[src/rtl/multi_clk_div_pkg.sv]
// Shared defaults and helpers for the multi-channel clock-enable generator.
package multi_clk_div_pkg;

  // 1 Hz square wave from a 1 MHz clock
  localparam int unsigned DEFAULT_HALF_DEF = 500000;

  // Width of a channel index, never less than one bit
  function automatic int unsigned sel_width(input int unsigned n);
    return (n > 1) ? $clog2(n) : 1;
  endfunction

endpackage

[src/rtl/div_channel.sv]
// One divider channel: programmable half-period, tick strobe and square wave.
module div_channel
  import multi_clk_div_pkg::*;
#(
  parameter int unsigned CNT_W        = 20,
  parameter int unsigned DEFAULT_HALF = DEFAULT_HALF_DEF
) (
  input  logic             clk,
  input  logic             rst,
  input  logic             en,
  input  logic             clr,
  input  logic             wr,
  input  logic [CNT_W-1:0] wr_val,
  output logic             tick,
  output logic             sq
);

  localparam logic [CNT_W-1:0] RST_HALF = CNT_W'(DEFAULT_HALF);
  localparam logic [CNT_W-1:0] ONE      = CNT_W'(1);

  logic [CNT_W-1:0] half_q, half_d;
  logic [CNT_W-1:0] cnt_q, cnt_d;
  logic             sq_q, sq_d;
  logic             tick_q, tick_d;

  // Next-state: a write updates half even when the channel is also being cleared
  always_comb begin
    half_d = half_q;
    cnt_d  = cnt_q;
    sq_d   = sq_q;
    tick_d = 1'b0;
    if (wr) begin
      half_d = wr_val;
    end
    if (clr || wr || (half_q == '0)) begin
      cnt_d = '0;
      sq_d  = 1'b0;
    end else if (en) begin
      if (cnt_q == half_q - ONE) begin
        cnt_d  = '0;
        tick_d = 1'b1;
        sq_d   = ~sq_q;
      end else begin
        cnt_d = cnt_q + ONE;
      end
    end
  end

  // State registers with synchronous reset to the default rate
  always_ff @(posedge clk) begin
    if (rst) begin
      half_q <= RST_HALF;
      cnt_q  <= '0;
      sq_q   <= 1'b0;
      tick_q <= 1'b0;
    end else begin
      half_q <= half_d;
      cnt_q  <= cnt_d;
      sq_q   <= sq_d;
      tick_q <= tick_d;
    end
  end

  assign tick = tick_q;
  assign sq   = sq_q;

endmodule

[src/rtl/multi_clk_div.sv]
// Multi-channel clock-enable / square-wave generator in the safe_clk domain.
module multi_clk_div
  import multi_clk_div_pkg::*;
#(
  parameter int unsigned CHANNELS     = 4,
  parameter int unsigned CNT_W        = 20,
  parameter int unsigned DEFAULT_HALF = DEFAULT_HALF_DEF,
  parameter int unsigned SEL_W        = sel_width(CHANNELS)
) (
  input  logic                safe_clk,
  input  logic                safe_reset,
  input  logic [CHANNELS-1:0] en,
  input  logic                sync,
  input  logic                div_wr,
  input  logic [SEL_W-1:0]    div_sel,
  input  logic [CNT_W-1:0]    div_val,
  output logic [CHANNELS-1:0] tick,
  output logic [CHANNELS-1:0] sq_out
);

  logic [CHANNELS-1:0] wr;

  for (genvar i = 0; i < CHANNELS; i++) begin : g_ch
    // Full-width compare so out-of-range selects match no channel
    assign wr[i] = div_wr && (div_sel == SEL_W'(i));

    div_channel #(
      .CNT_W       (CNT_W),
      .DEFAULT_HALF(DEFAULT_HALF)
    ) u_ch (
      .clk   (safe_clk),
      .rst   (safe_reset),
      .en    (en[i]),
      .clr   (sync),
      .wr    (wr[i]),
      .wr_val(div_val),
      .tick  (tick[i]),
      .sq    (sq_out[i])
    );
  end

endmodule
[config.mk]
export PLATFORM = sky130hd
export DESIGN_NAME = multi_clk_div
export DESIGN_NICKNAME = d
export VERILOG_FILES = /design/src/rtl/multi_clk_div_pkg.sv /design/src/rtl/div_channel.sv /design/src/rtl/multi_clk_div.sv
export SDC_FILE = /design/constraint.sdc
export NUM_CORES = 1
export LEC_CHECK = 0
export CORE_MARGIN = 5
export CORE_UTILIZATION = 55
export CTS_CLUSTER_DIAMETER = 120
export DETAILED_ROUTE_END_ITERATION = 10
export PLACE_DENSITY = 0.79
export SETUP_SLACK_MARGIN = 0.1
export SYNTH_ARGS = -nofsm -noshare
export SYNTH_HDL_FRONTEND = slang
export SYNTH_SLANG_ARGS = --single-unit
[constraint.sdc]
create_clock -name safe_clk -period 3.9 [get_ports safe_clk]
set_input_delay 0.585 -clock safe_clk [delete_from_list [all_inputs] [get_ports safe_clk]]
set_output_delay 0.585 -clock safe_clk [all_outputs]
set_load 0.01 [all_outputs]
==> metrics.txt, run 1 <==
Final Max Slew Viols=0; R2R Path End=g_ch[3].u_ch.tick; Slew @ Worst Pin=754 ps; status=complete, no violations; crit share post-route=89.4%; Ant. Diodes=0; Total GRT Usage=22.5%; DRC violations left=0; initial antenna violation count=0; clock root buffer=clkbuf_16; Avg Inst Size Synth=7.86 sq um; width of the die=139 microns; most frequent cells in the layout=nand2_1, dfxtp_1, nor2_1; drt via density=5.71; power density over cell area=383 mW/mm^2; Leak Pwr=3.57 nW; Final Wtd Congestion=0.934; Initial Util=55.7%; layout cell share with drive strength beyond 1=4.98%; Post-CTS Hold Fix Bufs=0; final worst path period need=3490 ps; Area Growth Syn to Fin=11.9%; die footprint=0.0194 sq mm; Cell Area, Synth=0.00917 sq mm; row cnt=47; Startpoint Class=flip-flop; final hold violation count=0; cell taking the most area after synthesis=dfxtp_1; TNS Setup=0 ps; first-pass GRT wire length=36.4 mm; Bufs on Longest Clock Path=2; sequential area share after synthesis=36.7%; synthesized instance count=1167; core area=0.0165 sq mm; max-cap violations=0; worst flop-to-flop path startpoint=g_ch[3].u_ch.half_q[0]; vias=8029; post-route ant nets=0; worst-path maximum fanout=13; GRT Residual Overflow=0; clk_lat worst skew=430 ps; count of different cell masters after synthesis=69; #FFs+latches synth=168; skew final=9.28 ps; Register-to-Register Path Depth=11; Synth area leaders=dfxtp_1, xnor2_1, nand2_1; Hold Path Depth=2; largest net degree at the start of global routing=81; WL/cell=15.5 microns; WHS Endpoint=g_ch[3].u_ch.half_q[1]; Die H=139 microns; IO Count=38; first-pass detailed-route iteration total=5; drt initial violations=660; Syn Nets=1205; HP Class=flip-flop to flip-flop; top cell type's share of synthesized area=36.7%; Critical Path AT=3850 ps; total power=3.94 mW; worst reg-to-reg setup slack=410 ps; most common cell after layout, fill and taps aside=nand2_1; Post-synth top flop=dfxtp_1; Critical Path RT=4270 ps; final wirelength=21.8 mm; asr flop ratio synth=0%; clock-pin slew on the worst setup and hold paths=60 ps; Critical Path End Type=flip-flop; FMAX=287 MHz; IO buf count=37; Sink Count=168; nets=1213; Worst slew margin=49.2%; Post-synth EDFFs=0; kind of critical path=flip-flop to flip-flop; CTS tree=yes; Setup violations, final=0; HP Start=g_ch[3].u_ch.half_q[1]; peak supply drop=0.330 mV; unrepaired setup endpoints after global routing=no; H-tree Lvls=4; YS warnings=0; DP Wirelength=15.3 mm; CTS buffer count=17; vias in the first global route=7540
[per-layer routing]
layer  vias up  global-route usage (%)  routed length, microns
li1       4025                       -                       -
met1      3752                    30.1                   10100
met2       212                    37.1                   10200
met3        40                    4.38                    1140
met4         0                    6.28                     335
met5         -                       0                       0
[logic make-up (layout without fill, tap and decap cells)]
group           count (synthesis)  after routing  synth area share [%]
mux                             3              3                 0.341
buf+inv                        82            100                  3.83
xor+xnor                      175            175                  16.7
simple gates                  584            584                  31.0
compound gates                147            147                  10.3
flops                         168            168                  36.7
fa+ha+maj                       8              8                  1.09
[layout make-up]
type / instances / area [sq um]
fill: 1440 / 6200
multi-input combinational: 917 / 5460
sequential: 168 / 3360
timing repair buffer: 50 / 463
clock buffer: 18 / 439
tap: 220 / 275
clock inverter: 11 / 180
inverter: 21 / 78.8
[cell usage after synthesis (4+ instances only)]
library cell	number
a21oi_1	68
a31oi_1	9
and2_1	5
and3_1	31
buf_2	8
buf_4	9
clkbuf_1	42
dfxtp_1	168
ha_1	8
inv_1	21
nand2_1	215
nand2b_1	7
nand3_1	44
nand3b_1	32
nand4_1	24
nor2_1	103
nor2b_1	11
nor3_1	49
nor3b_1	5
nor4_1	16
o211ai_1	6
o21ai_0	14
o311ai_0	4
o31ai_1	4
or2_2	5
or3_1	11
or4_1	9
xnor2_1	95
xor2_1	80
[registers in the layout (all words and copies together) (netlist names)]
| signal | flops |
|---|---|
| g_ch.u_ch.cnt_q | 80 |
| g_ch.u_ch.half_q | 80 |
| g_ch.u_ch.tick | 4 |
| g_ch.u_ch.sq | 4 |
[power breakdown]
| group | switching (mW) | total, mW | leakage [nW] | internal (mW) |
|---|---|---|---|---|
| clock | 0.671 | 1.81 | 0.311 | 1.13 |
| combinational | 0.186 | 0.326 | 1.90 | 0.140 |
| sequential | 0.0522 | 1.80 | 1.36 | 1.75 |
| total | 0.908 | 3.94 | 3.57 | 3.03 |
[critical path, cell delays in order (launching register included)]
cell,delay (ps)
dfxtp_1,340
inv_1,70
ha_1,270
nor3b_1,630
nand4_1,360
nor3_1,360
and2_1,180
o311ai_0,110
a21boi_0,210
nor3_2,460
buf_4,280
nor2b_1,140
[worst max-delay path by stage]
stage                            from                endpoint  slack (ps)  cells past startpoint
6_report       g_ch[3].u_ch.half_q[0]       g_ch[3].u_ch.tick         410                     11
5_1_grt        g_ch[3].u_ch.half_q[0]       g_ch[3].u_ch.tick         100                     11
4_1_cts        g_ch[2].u_ch.half_q[0]   g_ch[2].u_ch.cnt_q[8]         490                     10
3_5_place_dp   g_ch[2].u_ch.half_q[0]  g_ch[2].u_ch.cnt_q[18]         570                     10
3_3_place_gp   g_ch[3].u_ch.half_q[2]       g_ch[3].u_ch.tick         690                      9
2_1_floorplan  g_ch[3].u_ch.half_q[2]         g_ch[3].u_ch.sq        1000                      9
[repair_timing]
action	CTS	global route
setup endpoints to repair	0	9
buffers inserted	0	0
gates resized for setup	0	1
[stage by stage]
stage	instance area, sq um	instances	setup slack (ps)	hold slack [ps]	utilization [%]
CTS	10300	1405	486	487	62.3
detailed placement	9640	1376	567	478	58.5
floorplan	9170	1167	996	454	-
finish	10300	1405	411	489	62.3
global route	10300	1405	100	504	62.3
global placement	9640	1376	687	474	58.5
Power figures use the tool's default switching activity.
==> inputs of run 2 (changes only) <==
SLEW_MARGIN = 0   (was default)
==> results of run 2 <==
Final layout, timing and power as in run 1 (identical DEF).
==> inputs of run 3 (changes only) <==
PLACE_DENSITY = 0.73   (was 0.79)
==> run 3 against run 2 <==
Effect of this change:
- sequential power hardly changed
- wire length decreased by 1.8%
- setup slack worse by 24 ps
- largest power group unchanged
- combinational power is essentially flat
- die area is the same
- sequential share of layout area fell by 0.27 points
- power up 4.3%
- cell count increased by 0.28%
- clock skew fell by 1.2 ps
- cell area is 0.82% higher
- hold slack lost 9.4 ps
- via count decreased by 1.3%
==> metrics.txt, run 3 (synthesis gave the netlist of run 1 again) <==
core area=0.0165 sq mm (unchanged); clock root buffer=clkbuf_16; kind of critical path=flip-flop to flip-flop; Post-CTS Setup Inserts=0 (unchanged); Leak Pwr=3.61 nW (+1.1%); initial antenna violation count=0 (unchanged); Core Util, Final=62.8% (+0.51 points); Regs by FF count=g_ch.u_ch.cnt_q x80, g_ch.u_ch.half_q x80; layout cell share with drive strength beyond 1=5.05% (+0.067 points); final hold violation count=0 (unchanged); power density over cell area=397 mW/mm^2 (+3.5%); HP Class=flip-flop to flip-flop; Worst slew margin=49.5% (+0.30 points); status=complete, no violations; unrepaired setup endpoints after global routing=no; clock-pin slew on the worst setup and hold paths=70 ps (about the same); Final Wtd Congestion=0.886 (-5.1%); drt initial violations=556 (-16%); final wirelength=21.4 mm (-1.8%); skew final=8.04 ps (-1.24 ps); width of the die=139 microns (unchanged); cells along the critical path=inv_1 > ha_1 > nor3b_1 > nand4_1 > nor4_1 > o22ai_1 > nor4b_1 > nand4_1 > nand2b_1 > nor2_1; H-tree Lvls=4 (unchanged); CTS tree=yes; most frequent cells in the layout=nand2_1, dfxtp_1, nor2_1; Setup violations, final=0 (unchanged); vias=7923 (-1.3%); IO buf count=37 (unchanged); most common cell after layout, fill and taps aside=nand2_1; Sink Count=168 (unchanged); Critical Path AT=3790 ps (-60 ps); DP Wirelength=15.4 mm (+0.94%); clk_lat worst skew=420 ps (about the same); GRT Residual Overflow=0 (unchanged); CTS buffer count=17 (unchanged); Die H=139 microns (unchanged); Final Max Slew Viols=0 (unchanged); Slew @ Worst Pin=757 ps (+2.46 ps); Ant. Diodes=0 (unchanged); final worst path period need=3510 ps (+24.2 ps); CP max-delay cell=nand2b_1; worst-path maximum fanout=19 (+6); drt via density=5.62 (-1.6%); Area Growth Syn to Fin=12.8%; Max stage delay on crit path=570 ps (-60 ps); crit share post-route=90.1% (+0.62 points); first-pass detailed-route iteration total=8 (+3); first-pass GRT wire length=35.6 mm (-2.3%); nets=1214 (+0.082%); peak supply drop=0.343 mV (+3.9%); largest net degree at the start of global routing=81 (unchanged); Initial Util=55.7% (unchanged); DRC violations left=0 (unchanged); Critical Path End Type=flip-flop; row cnt=47 (unchanged); TNS Setup=0 ps (unchanged); vias in the first global route=7224 (-4.2%); Bufs on Longest Clock Path=2 (unchanged); post-route ant nets=0 (unchanged); max-cap violations=0 (unchanged); IO Count=38 (unchanged); Critical Path RT=4180 ps (-90 ps); die footprint=0.0194 sq mm (unchanged); Total GRT Usage=21.9% (-0.58 points); WL/cell=15.2 microns (-2.1%); most frequent CP cell=nand4_1; FMAX=285 MHz (-0.69%); Startpoint Class=flip-flop
## run 3: worst paths after layout
kind,from,endpoint,slack [ps],cells past startpoint
setup reg to reg,g_ch[2].u_ch.half_q[0],g_ch[2].u_ch.cnt_q[9],390,10
setup / recovery,g_ch[2].u_ch.half_q[0],g_ch[2].u_ch.cnt_q[9],390,10
hold / removal,g_ch[3].u_ch.half_q[19],g_ch[3].u_ch.half_q[19],480,2
hold reg to reg,g_ch[3].u_ch.half_q[19],g_ch[3].u_ch.half_q[19],480,2
## run 3: worst max-delay path: cells and delay by family (launching register included)
kind	cells	cell delay (ps)
compound gates	1	120
fa+ha+maj	1	220
buf+inv	1	70
flops	1	350
simple gates	7	2600
## run 3: what timing repair did
action	4_1_cts	5_1_grt
gates resized for setup	0	1
setup endpoints to repair	0	20
hold buffers	0	0
## run 3: where the power goes
part / leakage (nW) / internal, mW / switching, mW / total, mW
combinational: 1.91 / 0.142 / 0.183 / 0.325
sequential: 1.36 / 1.75 / 0.0516 / 1.80
clock: 0.340 / 1.29 / 0.693 / 1.98
total: 3.61 / 3.18 / 0.927 / 4.11
## run 3: routing by layer
layer  global-route usage (%)  wire, microns  vias up
met5                        0              0        -
met4                     5.92            415        0
met3                     4.24            927       31
met2                     35.2           9830      171
met1                     30.1          10300     3700
li1                         -              -     4021
## run 3: per-stage QoR
stage	hold WS, ps	cell area, sq um	instances	power (mW)	setup slack [ps]
2_1_floorplan	454	9170	1167	2.05	996
3_3_place_gp	473	9650	1377	2.15	367
3_5_place_dp	476	9650	1377	2.16	257
4_1_cts	484	10300	1409	4.14	224
5_1_grt	516	10300	1409	4.25	120
6_report	480	10300	1409	4.11	387
## run 3: cell type report
type                       count  area, sq um
clock buffer                  20          447
clock inverter                12          245
fill                        1452         6120
inverter                      21         78.8
multi-input combinational    917         5470
sequential                   168         3360
tap                          220          275
timing repair buffer          51          470
